--- src/rtl/gpu_regwb.sv ---
// gpu_regwb: write-back arbiter merging ALU results and load returns into register-file port B, with pending-load scoreboard
module gpu_regwb #(
  parameter int FIFO_DEPTH = 4,
  parameter int STARVE_MAX = 8
) (
  input  logic        sys_clk,
  input  logic        resetl,
  input  logic        alu_we,
  input  logic [5:0]  alu_reg,
  input  logic [31:0] alu_data,
  output logic        alu_stall,
  input  logic        ld_issue,
  input  logic [5:0]  ld_reg,
  output logic        ld_issue_ok,
  input  logic        ld_valid,
  input  logic [5:0]  ld_wreg,
  input  logic [31:0] ld_data,
  output logic        ld_ready,
  input  logic [5:0]  qa_reg,
  input  logic [5:0]  qb_reg,
  output logic        qa_busy,
  output logic        qb_busy,
  output logic        rf_nwe,
  output logic        rf_clk,
  output logic [5:0]  rf_addr,
  output logic [31:0] rf_data,
  output logic [2:0]  fifo_cnt,
  output logic        err
);
  localparam int AW = $clog2(FIFO_DEPTH);
  localparam int SW = $clog2(STARVE_MAX + 1);
  logic [37:0] mem [FIFO_DEPTH];
  logic [AW-1:0] wp, rp;
  logic [AW:0] cnt;
  logic [63:0] pending, pending_nxt;
  logic [SW-1:0] starve, starve_nxt;
  logic full, empty, alu_win, pop, push;
  logic [37:0] head;
  assign full = cnt == (AW+1)'(FIFO_DEPTH);
  assign empty = cnt == '0;
  assign alu_win = alu_we && !alu_stall;
  assign pop = !alu_win && !empty;
  assign push = ld_valid && !full;
  assign head = mem[rp];
  assign ld_ready = !full;
  assign ld_issue_ok = !pending[ld_reg];
  assign qa_busy = pending[qa_reg];
  assign qb_busy = pending[qb_reg];
  assign fifo_cnt = 3'(cnt);
  always_comb begin
    pending_nxt = pending;
    if (pop) pending_nxt[head[37:32]] = 1'b0;
    if (ld_issue && ld_issue_ok) pending_nxt[ld_reg] = 1'b1;
    starve_nxt = (pop || empty) ? '0 : alu_win ? starve + 1'b1 : starve;
  end
  always_ff @(posedge sys_clk)
    if (push) mem[wp] <= {ld_wreg, ld_data};
  always_ff @(posedge sys_clk or negedge resetl)
    if (!resetl) begin
      wp <= '0;
      rp <= '0;
      cnt <= '0;
      pending <= '0;
      starve <= '0;
      alu_stall <= 1'b0;
      err <= 1'b0;
      rf_nwe <= 1'b1;
      rf_clk <= 1'b0;
      rf_addr <= '0;
      rf_data <= '0;
    end else begin
      pending <= pending_nxt;
      starve <= starve_nxt;
      // the forced drain happens in the stall cycle, which also clears the counter
      alu_stall <= starve_nxt == SW'(STARVE_MAX);
      err <= err | (alu_we && (alu_stall || pending[alu_reg])) | (ld_valid && full);
      if (push) wp <= wp + 1'b1;
      if (pop) rp <= rp + 1'b1;
      cnt <= cnt + (AW+1)'(push) - (AW+1)'(pop);
      rf_nwe <= !(alu_win || pop);
      rf_clk <= alu_win || pop;
      if (alu_win) begin
        rf_addr <= alu_reg;
        rf_data <= alu_data;
      end else if (pop) begin
        rf_addr <= head[37:32];
        rf_data <= head[31:0];
      end
    end
endmodule

--- config.mk ---
export PLATFORM = sky130hd
export DESIGN_NAME = gpu_regwb
export DESIGN_NICKNAME = d
export VERILOG_FILES = /design/src/rtl/gpu_regwb.sv
export SDC_FILE = /design/constraint.sdc
export NUM_CORES = 1
export LEC_CHECK = 0
export BUFFER_PORTS_ARGS = -buffer_cell sky130_fd_sc_hd__buf_2
export CAP_MARGIN = 0
export CORE_UTILIZATION = 45
export CTS_CLUSTER_DIAMETER = 60
export DETAILED_ROUTE_END_ITERATION = 6
export SLEW_MARGIN = 30
export SYNTH_ARGS = -nofsm -noshare
export SYNTH_HDL_FRONTEND = slang
export SYNTH_SLANG_ARGS = --single-unit
--- constraint.sdc ---
create_clock -name sys_clk -period 4.75 [get_ports sys_clk]
set_input_delay 1.1875 -clock sys_clk [delete_from_list [all_inputs] [get_ports sys_clk]]
set_output_delay 1.1875 -clock sys_clk [all_outputs]
set_load 0.02 [all_outputs]
==> reports/metrics.csv <==
metric;value;unit
reg2reg path depth;5;
CP required;3560;ps
sequential area share after synthesis;58.27;%
RSZ-0062 raised after global routing;false;
Max FO, Critical Path;11;
TritonCTS clock tree;built;
share of layout cells above drive strength 1;30.43;%
number of synthesized flops with an enable pin;152;
Startpoint Class;input port;
Reg2Reg Setup Slack;1940;ps
Reg clk slew, reported paths;60;ps
HPWL Detailed;22780;um
WHS Path Cells;1;
core footprint;27930;sq um
arrival time at the worst endpoint;3210;ps
Mapped Cells;911;
nets;1155;
syn nets;1018;
largest net degree at the start of global routing;81;
Layout area overhead;15.80;%
post-cts sizing count;0;
Synth top area share;35.49;%
Leakage;5.857;nW
antenna violations before repair;5;
Max Clock Skew;6.467;ps
final wirelength;33760;um
vias in the first global route;8590;
cts hold-fix bufs;0;
Final Instance Area;14890;sq um
syn_area_per_cell;14.12;sq um
CTS buffer count;27;
FP Rows;61;
final setup violation count;0;
Vias;8610;
Hold Fails Final Rpt;0;
Ys Warns;0;
ranking of synthesized cells by area;edfxtp_1 35%, dfrtp_1 23%, mux4_2 17%;
drt initial violations;785;
worst min-delay path class;register to register;
hold-critical path endpoint;starve[0];
share of the clock period used by the worst path;92.60;%
total die area;29260;sq um
number of distinct library cells after synthesis;53;
fill count;2403;
actual slew at the worst max-slew pin;1004;ps
power per cell area;603.7;nW/um^2
post-placement cell area;14000;sq um
fmax;227.4;MHz
asr flop ratio synth;43.49;%
grt ovf;0;
max_slew headroom;32.81;%
I/O Buffers;147;
TNS Setup;0;ps
top_reg_cell synth;edfxtp_1;
die height;171.1;um
max-cap viol count;0;
wire length per cell;23.31;um
gr usage total;23.79;%
Die W;171.1;um
I/O pin cnt;148;
#FFs+latches synth;269;
Placer Congestion;0.9371;
CP endpoint kind;primary output;
Netlist Area Pre-Place;12860;sq um
leading area contributor after synthesis;edfxtp_1;
Final min period;4398;ps
VDD IR-drop max;0.0004017;V
kind of critical path;input port to primary output;
wire length of the first global-routing pass;51810;um
max-slew violations;0;
remaining antenna violation count;0;
First-pass DRT Iterations;5;
DRC violations left;0;
later-pin clock latency in the skew report;530;ps
Worst R2R End;pending[0];
RR Startpoint;rp[0];
clock buffer depth;3;
Clock Sinks;269;
hold wc startpoint;starve[0];
# Post-CTS Setup Buffers;0;
H-tree levels;1;
status;finished, final reports clean;
Root Buffer Master;clkbuf_16;
mean number of vias per cell;5.946;
Starting Density;46.04;%
## routing by layer
metal  share of wire (%)  up-vias  GRT usage, %
met2                  47      371         36.82
met4                 3.1        6         8.773
li1                    -     3791             -
met5                0.10        -             0
met3                 8.2       84         5.066
met1                  42     4358         33.19
## where the power goes
part	total, W	internal (W)	switching, W
sequential	0.00396	0.00319	0.000774
combinational	0.00288	0.00137	0.00151
clock	0.00214	0.00128	0.000867
total	0.00899	0.00584	0.00315
## worst max-delay path, cell delays in order
cell and delay [ps]:
buf_2 230, buf_12 190, mux4_2 500, mux4_2 480, mux4_2 460, buf_2 170
## worst max-delay path by stage
| stage | from | end | slack, ps | depth (start not counted) |
|---|---|---|---|---|
| finish | qb_reg[0] | qb_busy | 350 | 6 |
| global route | qb_reg[0] | qb_busy | 250 | 6 |
| CTS | qb_reg[0] | qb_busy | 330 | 6 |
| detailed placement | qb_reg[0] | qb_busy | 340 | 6 |
| global placement | qb_reg[0] | qb_busy | 350 | 6 |
| floorplan | qa_reg[0] | qa_busy | 330 | 5 |
## stage by stage
| stage | util, % | cells | hold WS (ps) | setup WS [ps] | total power (W) |
|---|---|---|---|---|---|
| global placement | 50.08 | 1397 | 458.3 | 352.5 | 0.006806 |
| CTS | 53.29 | 1446 | 482.5 | 334.8 | 0.009027 |
| detailed placement | 50.12 | 1397 | 474.4 | 335.7 | 0.006865 |
| finish | 53.31 | 1448 | 480.8 | 351.7 | 0.008990 |
| global route | 53.30 | 1447 | 504.4 | 254.0 | 0.009445 |
| floorplan | - | 911 | 443.9 | 330.6 | 0.005782 |
## logic make-up after synthesis
logic type                 share of synthesized area, %
muxes                                             22.14
xor gates and xnor gates                         0.4768
DFF                                               58.27
adders and majority gates                        0.8367
buffers and inverters                             2.539
AOI/OAI and AO/OA                                 8.513
and+or+nand+nor                                   7.219
## cells in the final DEF (no fill, tap or decap), types with 7 or more instances in the layout
master / n
mux2i_1: 55
nor2b_1: 7
o21ai_0: 130
clkbuf_1: 7
edfxtp_1: 152
clkbuf_16: 27
nor2_1: 18
nand3b_1: 7
mux4_2: 96
nand2_1: 123
dfrtp_1: 114
buf_4: 19
ha_1: 7
buf_2: 146
o21ai_1: 24
nand3_1: 15
inv_1: 13
## registers in the layout (all words and copies together), names as in the netlist
name       flops
rf_addr        6
rf_clk         1
pending       64
rf_data       32
mem          152
fifo_cnt       3
starve         4
wp             2
alu_stall      1
rf_nwe         1
err            1
rp             2
## Yosys cell counts (4+ instances only)
cell type / instances
nor2b_1: 8
buf_2: 15
o22ai_1: 4
nor2_1: 18
a221oi_1: 6
nand2b_1: 5
nand2_1: 123
ha_1: 7
o21ai_1: 24
mux4_2: 96
nand3b_1: 7
xnor2_1: 5
o21ai_2: 5
nand3_1: 15
clkbuf_1: 29
a31oi_1: 4
buf_6: 5
nor3b_1: 6
mux2i_1: 55
and3_1: 6
dfrtp_1: 116
nor3_1: 6
mux2_2: 5
buf_1: 10
edfxtp_1: 152
o21ai_0: 130
inv_1: 13
## layout make-up
cell class / instances / area, sq um / area share [%]
Sequential cell: 269 / 7496 / 50.34
Multi-Input combinational cell: 570 / 5070 / 34.04
Timing Repair Buffer: 167 / 913.4 / 6.133
Clock buffer: 35 / 715.7 / 4.806
Tap cell: 378 / 473.0 / 3.176
Clock inverter: 14 / 170.2 / 1.143
Inverter: 13 / 48.80 / 0.3277
Antenna cell: 2 / 5.005 / 0.03361
No activity file was read; power rests on OpenSTA's default activity.
